$ cat config.mk
export PLATFORM = sky130hd
export DESIGN_NAME = multi_edge_detector
export DESIGN_NICKNAME = d
export VERILOG_FILES = /design/src/rtl/multi_edge_detector.sv
export SDC_FILE = /design/constraint.sdc
export NUM_CORES = 1
export LEC_CHECK = 0
export BUFFER_PORTS_ARGS = -buffer_cell sky130_fd_sc_hd__buf_4
export CAP_MARGIN = 20
export CELL_PAD_IN_SITES_DETAIL_PLACEMENT = 1
export CELL_PAD_IN_SITES_GLOBAL_PLACEMENT = 1
export CORE_ASPECT_RATIO = 0.6
export CORE_MARGIN = 10
export CORE_UTILIZATION = 46
export CTS_CLUSTER_SIZE = 24
export DETAILED_ROUTE_END_ITERATION = 10
export GPL_TIMING_DRIVEN = 0
export PLACE_DENSITY = 0.94
export SYNTH_ARGS = -nofsm -noshare
export SYNTH_HDL_FRONTEND = slang
export SYNTH_SLANG_ARGS = --single-unit
$ cat constraint.sdc
create_clock -name clk -period 3.9 [get_ports clk]
set_input_delay 0.78 -clock clk [delete_from_list [all_inputs] [get_ports clk]]
set_output_delay 0.78 -clock clk [all_outputs]
set_load 0.02 [all_outputs]
$ cat src/rtl/multi_edge_detector.sv
// multi_edge_detector
//   Multi-channel edge detector. Each channel runs its asynchronous input through a
//   synchroniser chain and then through a stability filter. It then detects rising,
//   falling or both edges of the filtered level, depending on the channel's mode.
//   Each qualified edge produces three results on the same clock edge: a one-cycle pulse,
//   a sticky flag, and an increment of a saturating event counter.
//
// Ports
//   clk        system clock
//   rst_n      asynchronous active-low reset (released synchronously upstream)
//   i_data_in  [N_CH]         asynchronous channel inputs
//   i_mode     [2*N_CH]       per channel {fall_en, rise_en}: 00 off, 01 rise, 10 fall, 11 both
//   i_clr      [N_CH]         synchronous clear of flag and counter (an event wins over clear)
//   o_level    [N_CH]         filtered, synchronised level
//   o_pulse    [N_CH]         one-cycle pulse per qualified edge
//   o_flag     [N_CH]         sticky event flag
//   o_any      1              OR of all flags, aligned with o_flag
//   o_count    [N_CH*CNT_W]   saturating event counter, channel c at [c*CNT_W +: CNT_W]
module multi_edge_detector #(
    parameter int unsigned N_CH        = 8,
    parameter int unsigned SYNC_STAGES = 2,
    parameter int unsigned FILT_LEN    = 4,
    parameter int unsigned CNT_W       = 8
) (
    input  logic                  clk,
    input  logic                  rst_n,
    input  logic [N_CH-1:0]       i_data_in,
    input  logic [2*N_CH-1:0]     i_mode,
    input  logic [N_CH-1:0]       i_clr,
    output logic [N_CH-1:0]       o_level,
    output logic [N_CH-1:0]       o_pulse,
    output logic [N_CH-1:0]       o_flag,
    output logic                  o_any,
    output logic [N_CH*CNT_W-1:0] o_count
);

    localparam int unsigned      FW       = $clog2(FILT_LEN + 1);
    localparam logic [FW-1:0]    FiltLast = FW'(FILT_LEN - 1);
    localparam logic [FW-1:0]    FiltOne  = FW'(1);
    localparam logic [CNT_W-1:0] CntMax   = '1;
    localparam logic [CNT_W-1:0] CntOne   = CNT_W'(1);

    logic [N_CH-1:0]  sync_q [SYNC_STAGES];
    logic [N_CH-1:0]  sync_d [SYNC_STAGES];
    logic [FW-1:0]    filt_q [N_CH];
    logic [FW-1:0]    filt_d [N_CH];
    logic [CNT_W-1:0] cnt_q  [N_CH];
    logic [CNT_W-1:0] cnt_d  [N_CH];

    logic [N_CH-1:0] level_q, level_d;
    logic [N_CH-1:0] level_dly_q, level_dly_d;
    logic [N_CH-1:0] pulse_q, pulse_d;
    logic [N_CH-1:0] flag_q, flag_d;
    logic            any_q, any_d;

    logic [N_CH-1:0] sync_out;
    logic [N_CH-1:0] rise, fall, event_w;

    assign sync_out    = sync_q[SYNC_STAGES-1];
    assign level_dly_d = level_q;
    // Edges are taken on the filtered level, so each accepted level change yields one edge.
    assign rise        = level_q & ~level_dly_q;
    assign fall        = ~level_q & level_dly_q;

    always_comb begin
        sync_d[0] = i_data_in;
        for (int unsigned s = 1; s < SYNC_STAGES; s++) begin
            sync_d[s] = sync_q[s-1];
        end
    end

    // Stability filter: a differing level must persist FILT_LEN cycles before it is accepted.
    always_comb begin
        level_d = level_q;
        for (int unsigned c = 0; c < N_CH; c++) begin
            filt_d[c] = filt_q[c];
            if (sync_out[c] == level_q[c]) begin
                filt_d[c] = '0;
            end else if (filt_q[c] == FiltLast) begin
                level_d[c] = sync_out[c];
                filt_d[c]  = '0;
            end else begin
                filt_d[c] = filt_q[c] + FiltOne;
            end
        end
    end

    // Qualification, flag and counter. An event on the same edge as a clear restarts from 1.
    always_comb begin
        event_w = '0;
        flag_d  = flag_q;
        for (int unsigned c = 0; c < N_CH; c++) begin
            cnt_d[c]   = cnt_q[c];
            event_w[c] = (i_mode[2*c] & rise[c]) | (i_mode[2*c+1] & fall[c]);
            if (event_w[c]) begin
                flag_d[c] = 1'b1;
                if (i_clr[c]) begin
                    cnt_d[c] = CntOne;
                end else if (cnt_q[c] != CntMax) begin
                    cnt_d[c] = cnt_q[c] + CntOne;
                end
            end else if (i_clr[c]) begin
                flag_d[c] = 1'b0;
                cnt_d[c]  = '0;
            end
        end
        pulse_d = event_w;
        any_d   = |flag_d;
    end

    always_ff @(posedge clk or negedge rst_n) begin
        if (!rst_n) begin
            for (int unsigned s = 0; s < SYNC_STAGES; s++) begin
                sync_q[s] <= '0;
            end
            for (int unsigned c = 0; c < N_CH; c++) begin
                filt_q[c] <= '0;
                cnt_q[c]  <= '0;
            end
            level_q     <= '0;
            level_dly_q <= '0;
            pulse_q     <= '0;
            flag_q      <= '0;
            any_q       <= 1'b0;
        end else begin
            for (int unsigned s = 0; s < SYNC_STAGES; s++) begin
                sync_q[s] <= sync_d[s];
            end
            for (int unsigned c = 0; c < N_CH; c++) begin
                filt_q[c] <= filt_d[c];
                cnt_q[c]  <= cnt_d[c];
            end
            level_q     <= level_d;
            level_dly_q <= level_dly_d;
            pulse_q     <= pulse_d;
            flag_q      <= flag_d;
            any_q       <= any_d;
        end
    end

    assign o_level = level_q;
    assign o_pulse = pulse_q;
    assign o_flag  = flag_q;
    assign o_any   = any_q;

    for (genvar g = 0; g < N_CH; g++) begin : g_count
        assign o_count[g*CNT_W +: CNT_W] = cnt_q[g];
    end

endmodule

==> results of run 1 <==
placed cells by master, fill, tap and decap left out, types with 9 or more instances in the layout:
master	instances
inv_1	28
nor2b_1	20
or4_1	16
o21ai_0	18
nor3b_1	15
nand2_1	33
nand3_1	33
a311oi_1	14
clkbuf_16	17
a21oi_1	58
nor2_1	30
nand3b_1	10
mux2_2	9
ha_1	16
buf_4	115
dfrtp_1	137
nor3_1	11
o31ai_1	16
o21a_1	13
nand4_1	15
registers in the layout, indices dropped and copies added, names as in the netlist:
| signal | count |
|---|---|
| o_count | 64 |
| sync_d | 8 |
| o_flag | 8 |
| level_dly_q | 8 |
| o_pulse | 8 |
| sync_out | 8 |
| o_level | 8 |
| filt_q | 24 |
| o_any | 1 |
worst max-delay path: stages (launching register included):
cell and delay (ns):
dfrtp_1 0.45, nand3b_1 0.14, o21a_1 0.29, inv_1 0.16, a2111oi_0 0.69, nand4_1 0.16
cell usage after synthesis (all sizes together) (9+ instances only):
library cell  count
or4              16
nand2            33
mux2              9
a21oi            58
nor3             11
ha               16
nand3b           11
a311oi           14
nand4            15
nor3b            15
buf              10
nand3            33
nor2             30
inv              28
o31ai            16
dfrtp           137
o21ai            18
nor2b            20
o21a             13
metal layers:
| layer | track usage [%] | share of wire [%] | vias to the layer above |
|---|---|---|---|
| li1 | - | - | 2370 |
| met1 | 25.1 | 43 | 2659 |
| met2 | 34.3 | 50 | 179 |
| met3 | 6.43 | 6.2 | 21 |
| met4 | 4.89 | 0.98 | 0 |
| met5 | 0 | 0 | - |
area by class of cell:
cell class | instances | area [um^2] | share of cell area (%)
sequential | 137 | 3430 | 43.6
multi-input combinational | 385 | 2480 | 31.5
antenna | 1 | 2.50 | 0.0318
tap | 170 | 213 | 2.70
clock inverter | 11 | 219 | 2.78
inverter | 28 | 105 | 1.34
buffer | 16 | 76.3 | 0.970
clock buffer | 20 | 447 | 5.68
timing repair buffer | 117 | 902 | 11.5
cell families (layout without fill, tap and decap cells):
family | Yosys count | after routing | share of synthesized area, %
buffers and inverters | 44 | 192 | 2.98
other | 0 | 1 | 0
multiplexers | 10 | 10 | 1.83
AND/OR/NAND/NOR | 204 | 204 | 18.6
flip-flops | 137 | 137 | 56.3
adder cells (fa/ha/maj) | 16 | 16 | 3.29
XOR/XNOR | 8 | 8 | 1.15
AO/OA/AOI/OAI | 147 | 147 | 15.8
metrics by stage:
stage,cells,power (mW),util (%),hold slack (ns),setup WS (ns)
finish,885,5.23,61.0,0.345,1.85
global route,884,5.52,61.0,0.355,1.62
CTS,884,5.28,61.0,0.350,1.82
detailed placement,853,3.41,55.9,0.336,1.45
global placement,852,3.28,55.6,0.333,1.47
floorplan,566,2.77,-,0.331,2.00
how the worst min path moves through the flow:
| stage | from | end | slack [ns] |
|---|---|---|---|
| after detailed placement | sync_d[5] | sync_out[5] | 0.34 |
| after CTS | sync_d[5] | sync_out[5] | 0.35 |
| final | rst_n | filt_q[6] | 0.35 |
| after global placement | sync_d[6] | sync_out[6] | 0.33 |
| after global routing | sync_d[7] | sync_out[7] | 0.35 |
| after floorplan | sync_d[0] | sync_out[0] | 0.33 |
where the power goes:
part / switching [mW] / internal (mW) / leakage (nW) / total (mW)
logic: 0.823 / 0.590 / 1.42 / 1.41
registers: 0.269 / 1.72 / 1.79 / 1.98
clock network: 0.614 / 1.22 / 0.321 / 1.83
total: 1.71 / 3.52 / 3.53 / 5.23
==> impl_metrics.ini, run 1 <==
[logic_synthesis]
synth_cells = 566
syn_area_per_cell_um2 = 10.8
synth_edf_count = 0
yosysWarnings = 0
syn_nets = 616
synth_area_leaders = dfrtp_1, a21oi_1, ha_1
synth_top_cell_by_area = dfrtp_1
syn_area_mm2 = 0.00609
yosysSeqAreaShare_pct = 56.3
synthFlopType = dfrtp_1
yosysTopAreaCellShare_pct = 56.3
synthArstFlopShare_pct = 100
synth_seq_cells = 137
synth.distinct_cells = 39

[worst_setup_path]
r2r-start = o_level[5]
worstReg2RegEnd = o_any
critPathLaunch = o_level[5]
worstSetupEndpoint = o_any
cp-end-kind = register
cp.arrival_ns = 2.30
cp.required_ns = 4.15
start_kind = register
critPathMaxFanout = 7
r2r_cells = 5
path_class = register to register
r2r_slack_ns = 1.85

[layout]
fillers = 1392
final_nets = 752
fin_area_mm2 = 0.00787
layout-drive-gt1-share_pct = 24.9
areaGrowthSynthToFinish_pct = 29.3

[detailed_routing]
drc = 0
routedWlPerCell_um = 20.7
routed_wl_um = 18400
drt-pass1-iter-count = 5
postRouteAntennaNets = 0
vias_per_cell = 5.91
vias = 5229
drt_iter0_drc = 437

[grt]
grt.overflow.total = 0
grt_max_degree = 75
antenna_found_initial = 1
grt_pass1_vias = 5742
grt_pass1_wl_um = 30500
grt_usage_pct = 20.3

[floorplanning]
dieWidth_um = 169
io_pins = 123
die_h_um = 109
core_mm2 = 0.0129
num_rows = 32
start_util_pct = 47.2
dieArea_mm2 = 0.0184

[sta]
skew_ns = 0.0112
drv_slew = 0
setup_viol = 0
worstMarginPinSlew_ns = 0.756
layout_min_cycle_time_ns = 2.05
rsz0062_at_grt = no
fin_crit_sh_pct = 52.5
relSlewSlack_pct = 48.3
final.setup.tns_ns = 0
max_clock_freq_mhz = 488
finalHoldViolCount = 0

[cts]
cts_resized = 0
clk_pin_slew_ns = 0.06
post-cts-setup-buffers = 0
cts.sinks = 137
cts_tree = done
hold_buffers = 0
clock_latency_ns = 0.41
clock_path_buffers = 2
cts_max_level = 4
root_buffer = clkbuf_16
cts_buffers = 17

[power_and_ir_drop]
p_per_area_mw_per_mm2 = 664
leakagePower_nw = 3.53
ir_drop_uv = 355

[placed_design]
gp_congestion = 0.848
port_buffers = 116
dpl_cell_area_mm2 = 0.00720
hpwl_um = 13200

[min_path]
hold_class = input port to async pin

[outcome]
status = complete, no violations

[flow_run]
maxCapViolations = 0
(Power assumes the default switching activity.)
==> inputs of run 2 (changes only) <==
Settings changed: CORE_UTILIZATION 46 to 39, PLACE_DENSITY 0.94 to 0.86.
Clock period 3.9 ns to 1.8 ns, I/O delays scaled along.
==> impl_metrics.ini, run 2 (same netlist as run 1, synthesis figures left out) <==
[outcome]
status = complete, no violations

[placed_design]
port_buffers = 116
place_inst = 886
gp_congestion = 0.840
hpwl_um = 12700
dpl_cell_area_mm2 = 0.00724

[layout]
areaGrowthSynthToFinish_pct = 30.1
final_common_cell = dfrtp_1
final_util_pct = 51.6
fillers = 1680
fin_area_mm2 = 0.00792
multi_input_area_mm2 = 0.00252
final_nets = 753
largest_reg_flops = 64
final_cell_mix = dfrtp_1, buf_4, a21oi_1, nand2_1, nand3_1
instances_no_fill = 919
n_antenna_cell = 0
layout-drive-gt1-share_pct = 27.4
register_area_mm2 = 0.00343

[sta]
skew_ns = 0.0110
rsz0062_at_grt = no
drv_slew = 0
worstMarginPinSlew_ns = 0.582
hold-worst-slack_ns = 0.0559
layout_min_cycle_time_ns = 1.71
fin_crit_sh_pct = 95.0
relSlewSlack_pct = 61.2
setup_viol = 0
finalHoldViolCount = 0
max_clock_freq_mhz = 585

[worst_setup_path]
crit_chain = nand3b_1 -> o2bb2ai_2 -> clkbuf_4 -> or3_1 -> a21oi_1
cp-end-kind = register
cp.required_ns = 2.13
cpPeakStageDelay_ns = 0.45
cp.arrival_ns = 2.04
r2r_slack_ns = 0.09
critPathMaxFanout = 10
critPathTopFamily = simple AND/OR/NAND/NOR gates
critPathBufInv = 1
path_class = register to register
start_kind = register
slowest_stage = dfrtp_1

[cts]
cts_tree = done
cts_max_level = 4
post-cts-setup-buffers = 0
cts_buffers = 17
cts.sinks = 137
root_buffer = clkbuf_16
clock_latency_ns = 0.40
clock_path_buffers = 2
clk_pin_slew_ns = 0.07

[floorplanning]
die_h_um = 117
dieArea_mm2 = 0.0212
num_rows = 35
dieWidth_um = 181
start_util_pct = 39.7
core_mm2 = 0.0153
io_pins = 123

[power_and_ir_drop]
ir_drop_uv = 681
p_per_area_mw_per_mm2 = 1400
leakagePower_nw = 3.50

[detailed_routing]
drc = 0
drt_iter0_drc = 408
routedWlPerCell_um = 19.4
drt-pass1-iter-count = 5
vias_per_cell = 5.58
routed_wl_um = 17900
postRouteAntennaNets = 0
vias = 5125

[grt]
grt_pass1_wl_um = 29600
grt_usage_pct = 16.9
antenna_found_initial = 0
grt_pass1_vias = 5624
grt.overflow.total = 0
grt_max_degree = 78

[flow_run]
maxCapViolations = 0

[min_path]
hold_class = input port to register
run 2: cell types whose count changed in the layout (fill, tap and decap cells not counted), moves of 3 or more:
cell / change
nor2_2: +3
clkbuf_4: +4
inv_2: +3
o21a_1: -3
o21a_2: +3
buf_2: -6
nor2_1: -3
bufinv_16: -3
inv_1: -3
run 2: worst paths after layout:
| path | to | depth (start not counted) | from |
|---|---|---|---|
| setup / recovery | o_count[3] | 5 | o_level[0] |
| hold / removal | sync_d[7] | 1 | i_data_in[7] |
| max in group asynchronous | o_flag[1] | 3 | rst_n |
| min in group asynchronous | filt_q[6] | 2 | rst_n |
| setup reg to reg | o_count[3] | 5 | o_level[0] |
| hold reg to reg | sync_out[5] | 0 | sync_d[5] |
run 2: power by group:
group          switching [mW]  total (mW)  internal, mW  leakage, nW
sequential              0.576        4.30          3.72         1.79
combinational            1.82        3.18          1.36         1.42
clock                    1.38        3.57          2.19        0.291
run 2: area by class of cell:
| type | instances | area share (%) |
|---|---|---|
| Sequential cell | 137 | 43.3 |
| Multi-Input combinational cell | 385 | 31.8 |
| Timing Repair Buffer | 118 | 11.5 |
| Clock buffer | 18 | 5.42 |
| Tap cell | 203 | 3.21 |
| Clock inverter | 14 | 2.18 |
| Inverter | 28 | 1.33 |
| Buffer | 16 | 1.15 |
run 2: repair_timing:
action	in CTS	in global routing
hold endpoints to repair	60	0
hold buffers	1	0
gates resized for setup	6	21
endpoints found under the setup margin	1	28
run 2: worst register-to-register path: cells and delay by family (launching register included):
kind,cells,cell delay [ns]
flops,1,0.45
simple gates,2,0.66
compound gates,2,0.33
buf+inv,1,0.20
run 2: metal layers:
metal | track usage, % | up-vias | share of wire [%]
li1 | - | 2373 | -
met1 | 21.1 | 2606 | 45
met5 | 0 | - | 0
met3 | 4.76 | 18 | 4.7
met4 | 4.64 | 0 | 1.0
met2 | 28.6 | 128 | 50
run 2: stage by stage:
stage | TNS (ns) | power [mW] | setup slack, ns
5_1_grt | 0 | 11.7 | 0.00358
2_1_floorplan | 0 | 6.00 | 0.105
3_5_place_dp | -0.170 | 7.40 | -0.170
3_3_place_gp | -16.65 | 7.13 | -0.132
6_report | 0 | 11.1 | 0.0904
4_1_cts | 0 | 11.1 | 0.0108
==> inputs of run 3 (changes only) <==
Settings changed: CORE_UTILIZATION 39 to 30, PLACE_DENSITY 0.86 to 0.71.
==> impl_metrics.ini, run 3 (same netlist as run 1, synthesis figures left out) <==
[outcome]
status = complete, no violations

[detailed_routing]
drt_iter0_drc = 213
routedWlPerCell_um = 18.0
drc = 0
drt-pass1-iter-count = 4
postRouteAntennaNets = 0
vias_per_cell = 5.11
vias = 5062
routed_wl_um = 17800

[grt]
grt.overflow.total = 0
antenna_found_initial = 0
grt_max_degree = 77
grt_pass1_vias = 5488
grt_usage_pct = 13.6
grt_pass1_wl_um = 28900

[sta]
max_clock_freq_mhz = 575
worstMarginPinSlew_ns = 0.735
final.setup.tns_ns = 0
setup_viol = 0
fin_crit_sh_pct = 96.7
drv_slew = 0
relSlewSlack_pct = 51.0
skew_ns = 0.00856
layout_min_cycle_time_ns = 1.74
finalHoldViolCount = 0

[floorplanning]
io_pins = 123
start_util_pct = 30.5
dieWidth_um = 204
dieArea_mm2 = 0.0266
num_rows = 40
core_mm2 = 0.0200
die_h_um = 130

[worst_setup_path]
cp.arrival_ns = 2.07
path_class = register to register
crit_chain = nand3b_1 -> o2bb2ai_2 -> clkbuf_4 -> or3_1 -> a21oi_1
cp.required_ns = 2.13
start_kind = register
slowest_stage = dfrtp_2
cpPeakStageDelay_ns = 0.46
critPathMaxFanout = 10
cp-end-kind = register

[flow_run]
maxCapViolations = 0

[placed_design]
place_inst = 956
hpwl_um = 12700
port_buffers = 116
gp_congestion = 0.851

[power_and_ir_drop]
seqPwrFrac_pct = 39.1
p_sw_share_pct = 33.8
comb_power_share_pct = 29.2
internal-power_mw = 7.29
p_switching_mw = 3.72
clkPwrFrac_pct = 31.7
p_per_area_mw_per_mm2 = 1370
leakagePower_nw = 3.51
ir_drop_uv = 714

[layout]
largest_reg_flops = 64
layout-drive-gt1-share_pct = 27.3
instances_no_fill = 990
areaGrowthSynthToFinish_pct = 31.7
final_nets = 754
n_antenna_cell = 0
final_cell_mix = dfrtp_1, buf_4, a21oi_1, nand2_1, nand3_1
fillers = 2207
final_common_cell = dfrtp_1
final_util_pct = 40.2

[cts]
clock_path_buffers = 2
cts_tree = done
clock_latency_ns = 0.42
root_buffer = clkbuf_16
cts_max_level = 4
cts_buffers = 17
cts.sinks = 137
clk_pin_slew_ns = 0.06

[min_path]
hold_class = input port to register
==> run 3: critical path: cells and delay by family (launching register included) <==
family | cells | cell delay, ns
buf+inv | 1 | 0.19
compound gates | 2 | 0.36
flops | 1 | 0.46
simple gates | 2 | 0.64
==> run 3: area by class of cell <==
class,instances,area (um^2),share of cell area (%)
Clock buffer,25,495,6.18
Multi-Input combinational cell,385,2540,31.7
Inverter,28,105,1.31
Tap cell,273,342,4.26
Buffer,16,93.8,1.17
Sequential cell,137,3430,42.8
Timing Repair Buffer,119,920,11.5
Clock inverter,7,90.1,1.12
==> run 3: power by group through the flow <==
stage | clock network, mW | logic, mW | registers [mW]
after floorplan | 0 | 1.36 | 4.64
after global placement | 0 | 2.92 | 4.27
after detailed placement | 0 | 3.08 | 4.35
after CTS | 3.61 | 3.21 | 4.32
after global routing | 3.75 | 3.56 | 4.41
final | 3.49 | 3.21 | 4.31
==> run 3: worst paths after layout <==
kind / from / end / slack, ns / depth (start not counted)
setup / recovery: o_level[0] / o_count[4] / 0.06 / 5
hold / removal: i_data_in[7] / sync_d[7] / 0.05 / 1
setup reg to reg: o_level[0] / o_count[4] / 0.06 / 5
hold reg to reg: sync_d[3] / sync_out[3] / 0.35 / 0
max in group asynchronous: rst_n / o_count[6] / 0.49 / 3
min in group asynchronous: rst_n / o_count[39] / 0.54 / 2
==> run 3: routing by layer <==
layer | wire (um) | GRT usage [%]
met5 | 0 | 0
met3 | 822 | 4.01
met1 | 8080 | 17.1
met4 | 285 | 5.07
met2 | 8590 | 21.8
==> run 3: what timing repair did <==
item	CTS	global route
hold buffers	1	0
gates cloned	0	0
setup endpoints to repair	2	26
endpoints found under the hold margin	16	0
buffers inserted	0	1
gates resized for setup	11	18
==> run 3: metrics by stage <==
stage / hold slack, ns / power, mW / setup WS, ns / area [um^2]
after floorplan: 0.0644 / 6.00 / 0.105 / 6090
after global placement: 0.333 / 7.20 / -0.415 / 7300
after detailed placement: 0.341 / 7.43 / -0.529 / 7330
after CTS: 0.0244 / 11.1 / 0.0102 / 7970
after global routing: 0.0172 / 11.7 / -0.000488 / 8020
final: 0.0460 / 11.0 / 0.0596 / 8020
